--- config.mk ---
export PLATFORM = sky130hd
export DESIGN_NAME = alu_op_sequencer
export DESIGN_NICKNAME = d
export VERILOG_FILES = /design/src/rtl/alu_op_sequencer.sv
export SDC_FILE = /design/constraint.sdc
export NUM_CORES = 1
export LEC_CHECK = 0
export ABC_AREA = 0
export BUFFER_PORTS_ARGS = -buffer_cell sky130_fd_sc_hd__buf_2
export CORE_ASPECT_RATIO = 1.1
export CORE_MARGIN = 10
export CORE_UTILIZATION = 47
export DETAILED_ROUTE_END_ITERATION = 7
export GPL_TIMING_DRIVEN = 0
export PLACE_DENSITY = 0.8
export SLEW_MARGIN = 25
export SYNTH_ARGS = -nofsm -noshare
export SYNTH_HDL_FRONTEND = slang
export SYNTH_SLANG_ARGS = --single-unit
--- constraint.sdc ---
create_clock -name clk -period 2.1 [get_ports clk]
set_clock_uncertainty 0.1 [all_clocks]
set_input_delay 0.315 -clock clk [delete_from_list [all_inputs] [get_ports clk]]
set_output_delay 0.315 -clock clk [all_outputs]
set_load 0.05 [all_outputs]
--- src/rtl/alu_op_sequencer.sv ---
// Front-end sequencer for TotalALU: one request at a time, multi-cycle MULTU, 64-bit response.
// Optional define ALU_SEQ_ZERO_SKIP_EN: MULTU with a zero operand skips the ALU and returns 0.
module alu_op_sequencer #(
    parameter int MUL_CYCLES   = 32,
    parameter int DRAIN_CYCLES = 2,
    parameter int DW           = 32
) (
    input  logic          clk,
    input  logic          reset,
    input  logic          req_valid,
    output logic          req_ready,
    input  logic [5:0]    req_op,
    input  logic [DW-1:0] req_a,
    input  logic [DW-1:0] req_b,
    output logic          rsp_valid,
    input  logic          rsp_ready,
    output logic [DW-1:0] rsp_hi,
    output logic [DW-1:0] rsp_lo,
    output logic          rsp_err,
    output logic          alu_reset,
    output logic [5:0]    alu_signal,
    output logic [DW-1:0] alu_dataA,
    output logic [DW-1:0] alu_dataB,
    input  logic [DW-1:0] alu_out
);

    localparam logic [5:0] OP_SLL   = 6'd0;
    localparam logic [5:0] OP_MFHI  = 6'd16;
    localparam logic [5:0] OP_MFLO  = 6'd18;
    localparam logic [5:0] OP_MULTU = 6'd25;
    localparam logic [5:0] OP_ADD   = 6'd32;
    localparam logic [5:0] OP_SUB   = 6'd34;
    localparam logic [5:0] OP_AND   = 6'd36;
    localparam logic [5:0] OP_OR    = 6'd37;
    localparam logic [5:0] OP_SLT   = 6'd42;
    localparam logic [5:0] OP_NOP   = 6'd63;

    localparam logic [2:0] S_IDLE  = 3'd0;
    localparam logic [2:0] S_EXEC  = 3'd1;
    localparam logic [2:0] S_MUL   = 3'd2;
    localparam logic [2:0] S_DRAIN = 3'd3;
    localparam logic [2:0] S_MFHI  = 3'd4;
    localparam logic [2:0] S_MFLO  = 3'd5;
    localparam logic [2:0] S_RESP  = 3'd6;

    localparam int CNT_MAX = (MUL_CYCLES > DRAIN_CYCLES) ? MUL_CYCLES : DRAIN_CYCLES;
    localparam int CW      = $clog2(CNT_MAX + 1);

    logic [2:0]    state;
    logic [CW-1:0] cnt;
    logic          bypass;   // EXEC cycle without driving the ALU: error or zero-skipped MULTU
    logic          is_simple;
    logic          is_multu;
    logic          zero_skip;

    assign is_simple = (req_op == OP_AND) || (req_op == OP_OR)  || (req_op == OP_ADD) ||
                       (req_op == OP_SUB) || (req_op == OP_SLT) || (req_op == OP_SLL);
    assign is_multu  = (req_op == OP_MULTU);

`ifdef ALU_SEQ_ZERO_SKIP_EN
    assign zero_skip = (req_a == '0) || (req_b == '0);
`else
    assign zero_skip = 1'b0;
`endif

    // NOTE: every register below is updated with <= so all of them see pre-edge values.
    always_ff @(posedge clk) begin
        if (!reset) begin
            state      <= S_IDLE;
            cnt        <= '0;
            bypass     <= 1'b0;
            req_ready  <= 1'b0;
            rsp_valid  <= 1'b0;
            rsp_hi     <= '0;
            rsp_lo     <= '0;
            rsp_err    <= 1'b0;
            alu_reset  <= 1'b1;
            alu_signal <= OP_NOP;
            alu_dataA  <= '0;
            alu_dataB  <= '0;
        end else if (alu_reset) begin
            // One clean cycle for the ALU to leave reset before requests are taken.
            alu_reset <= 1'b0;
        end else begin
            case (state)
                S_IDLE: begin
                    if (req_valid && req_ready) begin
                        alu_dataA <= req_a;
                        alu_dataB <= req_b;
                        req_ready <= 1'b0;
                        rsp_err   <= 1'b0;
                        rsp_hi    <= '0;
                        rsp_lo    <= '0;
                        bypass    <= 1'b0;
                        if (is_simple) begin
                            alu_signal <= req_op;
                            state      <= S_EXEC;
                        end else if (is_multu && !zero_skip) begin
                            alu_signal <= OP_MULTU;
                            cnt        <= CW'(MUL_CYCLES - 1);
                            state      <= S_MUL;
                        end else begin
                            bypass  <= 1'b1;
                            rsp_err <= !is_multu;
                            state   <= S_EXEC;
                        end
                    end else begin
                        req_ready <= 1'b1;
                    end
                end
                S_EXEC: begin
                    rsp_lo     <= bypass ? '0 : alu_out;
                    rsp_hi     <= '0;
                    alu_signal <= OP_NOP;
                    rsp_valid  <= 1'b1;
                    state      <= S_RESP;
                end
                S_MUL: begin
                    if (cnt == '0) begin
                        alu_signal <= OP_NOP;
                        cnt        <= CW'(DRAIN_CYCLES - 1);
                        state      <= S_DRAIN;
                    end else begin
                        cnt <= cnt - CW'(1);
                    end
                end
                S_DRAIN: begin
                    if (cnt == '0) begin
                        alu_signal <= OP_MFHI;
                        state      <= S_MFHI;
                    end else begin
                        cnt <= cnt - CW'(1);
                    end
                end
                S_MFHI: begin
                    rsp_hi     <= alu_out;
                    alu_signal <= OP_MFLO;
                    state      <= S_MFLO;
                end
                S_MFLO: begin
                    rsp_lo     <= alu_out;
                    alu_signal <= OP_NOP;
                    rsp_valid  <= 1'b1;
                    state      <= S_RESP;
                end
                S_RESP: begin
                    if (rsp_ready) begin
                        rsp_valid <= 1'b0;
                        req_ready <= 1'b1;
                        state     <= S_IDLE;
                    end
                end
                default: begin
                    alu_signal <= OP_NOP;
                    rsp_valid  <= 1'b0;
                    req_ready  <= 1'b0;
                    state      <= S_IDLE;
                end
            endcase
        end
    end

endmodule

==> results of run 1 <==
-- cells in the mapped netlist, drive strengths merged, types with 5 or more instances --
cell type,number,area share [%]
inv,13,0.86
clkbuf,35,2.3
a22oi,32,4.2
dfxtp,147,52
o21ai,11,0.97
a21oi,112,9.9
nor2,48,3.2
buf,20,1.8
a211oi,5,0.92
nand2,170,11
nand3,36,3.2
o31ai,5,0.66
-- repair_timing --
item,4_1_cts,5_1_grt
hold buffers,0,0
cloned,0,0
gates resized for setup,2,30
endpoints found under the hold margin,0,0
endpoints found under the setup margin,25,67
-- routing by layer --
metal | global-route usage (%) | vias up | wire length [microns]
met5 | 0 | - | 0
met3 | 10.96 | 30 | 2082
met2 | 37.31 | 256 | 9968
met1 | 23.74 | 2799 | 7459
li1 | - | 2904 | -
met4 | 6.338 | 0 | 325
-- logic make-up after synthesis --
kind of cell	Yosys count	share of synthesized area, %
simple gates	282	21.42
compound gates	193	20.81
flops	147	51.78
buf+inv	68	5.020
mux	3	0.5284
fa+ha+maj	2	0.4403
-- path summary, 6_finish.rpt --
kind / from / end / slack, ns / depth (start not counted)
worst min register to register: rsp_hi[28]$_SDFFE_PN0P_ / rsp_hi[28]$_SDFFE_PN0P_ / 0.35 / 2
worst max register to register: cnt[2]$_SDFFE_PN0P_ / state[1]$_SDFFE_PN0P_ / 0.11 / 4
worst min-delay path: req_b[0] / alu_dataB[0]$_SDFFE_PN0P_ / 0.03 / 3
worst max-delay path: cnt[2]$_SDFFE_PN0P_ / state[1]$_SDFFE_PN0P_ / 0.11 / 4
-- registers in the layout, indices dropped and copies added (netlist names) --
register / cells
rsp_err: 1
alu_dataA: 32
state: 3
rsp_hi: 32
cnt: 6
alu_dataB: 32
req_ready: 1
alu_reset: 1
rsp_valid: 1
rsp_lo: 32
alu_signal: 6
-- worst register-to-register path, delay by kind of cell, from the launching register on --
kind	cells	cell delay, ns
flip-flops	1	0.39
AND/OR/NAND/NOR	1	0.61
AO/OA/AOI/OAI	3	0.79
-- cell type report --
type                    count  area [sq um]  area share, %
well taps                 154         192.7          2.505
multi-input cells         480          2484          32.29
repair buffers            242          1211          15.75
flip-flops and latches    147          2943          38.26
clock inverters             5         78.83          1.025
inverters                  13         48.80         0.6345
diodes                      1         2.502        0.03254
plain buffers              55         252.7          3.286
clock buffers              23         478.0          6.214
-- stage by stage --
step           setup TNS (ns)  setup WS [ns]  std cells  power (mW)  instance area (sq um)
6_report                    0         0.1098       1120       6.544                   7691
5_1_grt                     0       0.003705       1119       6.751                   7689
4_1_cts                     0        0.01486       1119       6.563                   7646
3_5_place_dp           -1.325       -0.06688       1091       3.685                   7087
3_3_place_gp         -0.08802       -0.02383       1091       3.677                   7087
2_1_floorplan               0         0.1226        695       3.411                   5683
-- power by group through the flow --
stage	clock, mW	sequential (mW)	combinational [mW]
global route	3.05	2.89	0.812
global placement	0	2.94	0.737
CTS	2.93	2.88	0.746
floorplan	0	3.14	0.267
finish	2.90	2.88	0.756
detailed placement	0	2.94	0.742
==> metrics, run 1 <==
final cell utilization of the core=64.47%; number of buffers added on ports=242; Avg WL per Cell=17.71 microns; cell internal pwr=4.883 mW; Seq pwr share=44.1%; CP Class=reg2reg; Skew-Pair Late Insertion Delay=0.42 ns; total length of routed wires=19.84 mm; total gr overflow=0; chip width=124.8 microns; slowest CP cell=or4_1; Final Cycle Share=94.77%; first-pass GRT wire length=30.37 mm; largest net degree at the start of global routing=17; initial DRC count=385; Root Buffer=clkbuf_16; Net Count, Synth=803; CP peak stage delay=0.61 ns; P_leak=3.426 nW; fill cell count=1048; routed vias/inst=5.347; Slew headroom=59.43%; Layout area overhead=35.34%; crit-path leading delay family=compound AO/OA/AOI/OAI gates; ANT nets after route=0; count of final setup violators=0; CTS Buffer Depth=2; Placement Rows=42; htree depth=4; DP HPWL=14.90 mm; crit path time final=1.990 ns; Die H=135.3 microns; top_reg_cell synth=dfxtp_1; Via Count=5989; gp weighted congestion=0.8624; most common cell after layout, fill and taps aside=buf_2; vias in the first global route=5779; sw frac=25.39%; worst path cell trace=or4_1 > o21ai_1 > a21oi_1 > o311a_1; EDFF count, synth=0; Yosys Warn Count=0; pwr dens=850.9 nW/um^2; CTS tree=yes; Crit path buffers/inverters=0; IO Pins=244; Worst EP required=2.31 ns; fin. max-slew vios=0; Mapped Avg Cell Area=8.177 sq um; Critical Path Fanout Max=7; Synth Cell Area=5683 sq um; Final Hold Viols=0; Remaining DRCs=0; Worst setup EP type=register; Startpoint Class=register; Unique masters post-synth=52; Post-CTS Repair Setup Buffers=0; clock sink count=147; total track usage=21.95%; Num CTS Buffers=17; worst slew pin tran=0.6086 ns; core area=11930 sq um; Hold WS=0.03114 ns; CP arrival=2.20 ns; status=completed; CTS clk-pin slew, worst paths=0.06 ns; Max Freq=0.5025 GHz; final net count=1064; number of synthesized register bits=147; Detailed Routing Iterations Pass 1=5; die area=16890 sq um; share of layout cells above drive strength 1=32.64%; max_cap viols=0; HP Class=in2reg; Clk pwr share=44.4%; Post-Synthesis Cells=695; Max VDD drop=0.4867 mV; Comb power frac=11.6%; leading cell types in the layout, fill and taps excluded=260 x buf_2, 170 x nand2_1, 147 x dfxtp_1; Psw=1.661 mW; initial antenna violation count=0; ys async rst share=0%; Starting Density=47.64%; RSZ-0062 raised after global routing=false; Seq/Total Area, Yosys=51.78%
Power figures use the tool's default switching activity.
==> run 2: changes to the inputs <==
--- a/config.mk
+++ b/config.mk
@@ -11,7 +11,6 @@
 export CORE_MARGIN = 10
 export CORE_UTILIZATION = 47
 export DETAILED_ROUTE_END_ITERATION = 7
-export GPL_TIMING_DRIVEN = 0
 export PLACE_DENSITY = 0.8
 export SLEW_MARGIN = 25
 export SYNTH_ARGS = -nofsm -noshare
==> metrics, run 2 (same netlist as run 1, synthesis figures left out) <==
Detailed Routing Iterations Pass 1=5; Hold WS=0.03052 ns; Final Hold Viols=0; Via Count=5753; vias in the first global route=5575; R2R depth=5; max_cap viols=0; chip width=124.8 microns; core area=11930 sq um; CTS clk-pin slew, worst paths=0.06 ns; Placement Rows=42; most common cell after layout, fill and taps aside=buf_2; leading cell types in the layout, fill and taps excluded=243 x buf_2, 170 x nand2_1, 147 x dfxtp_1; worst slew pin tran=0.7156 ns; cts repair resizes=0; Final Cycle Share=92.39%; fin. max-slew vios=0; ANT nets after route=0; P_leak=3.412 nW; Max VDD drop=0.7148 mV; fill cell count=1030; IO Pins=244; Post-CTS Repair Setup Buffers=0; Critical Path Fanout Max=7; Fin Setup TNS=0 ns; final net count=1031; status=completed; Root Buffer=clkbuf_16; clock sink count=147; Worst EP required=2.27 ns; initial DRC count=431; Skew-Pair Late Insertion Delay=0.41 ns; HP Class=in2reg; pwr dens=853.1 nW/um^2; share of layout cells above drive strength 1=33.23%; flop-to-flop setup slack=0.16 ns; CTS Buffer Depth=2; Worst setup EP type=register; total gr overflow=0; # hold bufs at CTS=0; gp weighted congestion=0.8581; routed vias/inst=5.278; Hold Path Stages=3; die area=16890 sq um; CP arrival=2.11 ns; count of final setup violators=0; crit path capture=cnt[4]$_SDFFE_PN0P_; first-pass GRT wire length=28.91 mm; initial antenna violation count=0; Avg WL per Cell=16.90 microns; DP HPWL=12.99 mm; Remaining DRCs=0; total length of routed wires=18.42 mm; CP Class=reg2reg; total track usage=20.72%; largest net degree at the start of global routing=65; RSZ-0062 raised after global routing=false; worst setup path startpoint=cnt[2]$_SDFFE_PN0P_; Slew headroom=52.29%; Num CTS Buffers=17; # diodes=0; Crit Reg-Reg Endpoint=cnt[4]$_SDFFE_PN0P_; min-delay src=req_a[8]; Startpoint Class=register; htree depth=4; CTS tree=yes; Starting Density=47.64%; worst reg2reg path startpoint=cnt[2]$_SDFFE_PN0P_; Layout area overhead=36.55%; Die H=135.3 microns; crit path time final=1.940 ns; number of buffers added on ports=243; Pwr Total=6.620 mW; Max Freq=0.5154 GHz
run 2: per-stage QoR:
stage                     setup WS [ns]  cells  cell area (sq um)  util [%]
after floorplan                  0.1226    695               5683         -
after global placement           0.2165   1058               7166     60.07
after detailed placement         0.1375   1058               7166     60.07
after CTS                        0.1225   1090               7754     65.00
after global routing          0.0008138   1090               7760     65.05
final                            0.1598   1090               7760     65.05
run 2: final cells by class:
cell class | count | area (sq um) | area share [%]
Sequential cell | 147 | 2943 | 37.92
Multi-Input combinational cell | 480 | 2486 | 32.04
Timing Repair Buffer | 264 | 1499 | 19.32
Clock buffer | 20 | 456.7 | 5.885
Tap cell | 154 | 192.7 | 2.483
Clock inverter | 12 | 131.4 | 1.693
Inverter | 13 | 51.30 | 0.6611
run 2: how the worst min path moves through the flow:
stage / to
after global routing: alu_dataA[6]$_SDFFE_PN0P_
after global placement: rsp_hi[13]$_SDFFE_PN0P_
after floorplan: alu_dataA[0]$_SDFFE_PN0P_
after detailed placement: rsp_hi[14]$_SDFFE_PN0P_
final: alu_dataA[8]$_SDFFE_PN0P_
after CTS: alu_dataB[17]$_SDFFE_PN0P_
run 2: report_power, final:
| part | internal (mW) | switching, mW |
|---|---|---|
| logic | 0.239 | 0.521 |
| clock network | 1.81 | 1.16 |
| registers | 2.85 | 0.0353 |
| total | 4.90 | 1.72 |
run 2: critical path: stages, from the launching register on:
cell      delay [ns]
dfxtp_1         0.39
or4_1           0.58
a211oi_2        0.36
a21oi_1         0.08
o211ai_1        0.18
o31ai_1         0.10
run 2: layer usage:
metal  global-route usage, %  vias up  routed length [microns]
met3                   9.436       20                     1806
met5                       0        -                        0
met4                   6.914        0                      257
met2                   34.99      231                     9406
li1                        -     2839                        -
met1                   22.79     2663                     6949
==> run 3: changes to the inputs <==
--- a/config.mk
+++ b/config.mk
@@ -10,6 +10,7 @@
 export CORE_ASPECT_RATIO = 1.1
 export CORE_MARGIN = 10
 export CORE_UTILIZATION = 47
+export CTS_BUF_LIST = sky130_fd_sc_hd__clkbuf_4 sky130_fd_sc_hd__clkbuf_8 sky130_fd_sc_hd__clkbuf_16
 export DETAILED_ROUTE_END_ITERATION = 7
 export PLACE_DENSITY = 0.8
 export SLEW_MARGIN = 25
==> metrics, run 3 (same netlist as run 1, synthesis figures left out) <==
status=completed; HP Class=in2reg; Post-CTS Repair Setup Buffers=0; Max VDD drop=0.7409 mV; Root Buffer=clkbuf_16; initial DRC count=407; Seq pwr share=43.5%; Psw=1.720 mW; CTS tree=yes; Detailed Routing Iterations Pass 1=5; initial antenna violation count=0; # diodes=0; Worst setup EP type=register; final net count=1031; most common cell after layout, fill and taps aside=buf_2; final cell utilization of the core=65.08%; # hold bufs at CTS=0; share of layout cells above drive strength 1=33.33%; Via Count=5775; IO Pins=244; cts repair resizes=0; area of the multi-input gates=2486 sq um; htree depth=4; CP Class=reg2reg; vias in the first global route=5570; ANT nets after route=0; Final Hold Viols=0; DP HPWL=12.99 mm; clock sink count=147; die area=16890 sq um; CTS Buffer Depth=2; first-pass GRT wire length=28.92 mm; number of buffers added on ports=243; max_cap viols=0; Final Cycle Share=92.37%; worst setup path startpoint=cnt[2]$_SDFFE_PN0P_; Die H=135.3 microns; routed vias/inst=5.298; Hold WS=0.03007 ns; Fin Setup TNS=0 ns; total track usage=20.73%; total length of routed wires=18.41 mm; fin. max-slew vios=0; pwr dens=854.5 nW/um^2; leading cell types in the layout, fill and taps excluded=243 x buf_2, 170 x nand2_1, 147 x dfxtp_1; Clk pwr share=45.0%; worst reg2reg path startpoint=cnt[2]$_SDFFE_PN0P_; min-delay src=req_a[8]; Layout area overhead=36.61%; RSZ-0062 raised after global routing=false; fill cell count=1030; count of final setup violators=0; Final Instance Area=7764 sq um; Reg area=2943 sq um; sw frac=25.92%; core area=11930 sq um; Startpoint Class=register; chip width=124.8 microns; Max Freq=0.5155 GHz; largest net degree at the start of global routing=65; worst slew pin tran=0.7249 ns; dpl cell area=7166 sq um; CP arrival=2.11 ns; Comb power frac=11.5%; gp weighted congestion=0.8581; Worst EP required=2.27 ns; Pwr Total=6.634 mW; Slew headroom=51.67%; Remaining DRCs=0; cell internal pwr=4.914 mW; P_leak=3.415 nW; Avg WL per Cell=16.89 microns; total gr overflow=0; Critical Path Fanout Max=7; Placement Rows=42; Num CTS Buffers=17; Starting Density=47.64%; crit path time final=1.940 ns; Skew-Pair Late Insertion Delay=0.41 ns; CTS clk-pin slew, worst paths=0.06 ns
[run 3: changes by cell type in the layout (fill, tap and decap cells not counted)]
cell / change
clkbuf_1: -1
clkbuf_4: +1
[run 3: worst paths after layout]
check	end	slack, ns	cells after the start
worst max-delay path	cnt[4]$_SDFFE_PN0P_	0.16	5
worst min-delay path	alu_dataA[8]$_SDFFE_PN0P_	0.03	3
worst max register to register	cnt[4]$_SDFFE_PN0P_	0.16	5
worst min register to register	alu_dataA[21]$_SDFFE_PN0P_	0.35	2
[run 3: cell type report]
cell class	count	area share (%)
Clock buffer	20	5.931
Clock inverter	12	1.692
Inverter	13	0.6608
Multi-Input combinational cell	480	32.02
Sequential cell	147	37.90
Tap cell	154	2.482
Timing Repair Buffer	264	19.31
[run 3: layer usage]
metal	GRT usage [%]	vias to the layer above	wire length, microns
met2	35.02	248	9390
met1	22.79	2664	6894
met3	9.436	23	1831
li1	-	2840	-
met5	0	-	0
met4	6.914	0	296
[run 3: power by group through the flow]
stage	logic (mW)	registers, mW	clock network [mW]
6_report	0.760	2.89	2.99
5_1_grt	0.817	2.89	3.15
4_1_cts	0.761	2.89	3.03
3_5_place_dp	0.756	2.95	0
3_3_place_gp	0.752	2.94	0
2_1_floorplan	0.267	3.14	0
[run 3: through the flow]
stage	setup slack [ns]	std cells
after floorplan	0.1226	695
after global placement	0.2165	1058
after detailed placement	0.1375	1058
after CTS	0.1224	1090
after global routing	0.0008138	1090
final	0.1601	1090
[run 3: critical path, stage by stage, from the launching register on]
cell	delay [ns]
dfxtp_1	0.39
or4_1	0.58
a211oi_2	0.36
a21oi_1	0.08
o211ai_1	0.18
o31ai_1	0.10
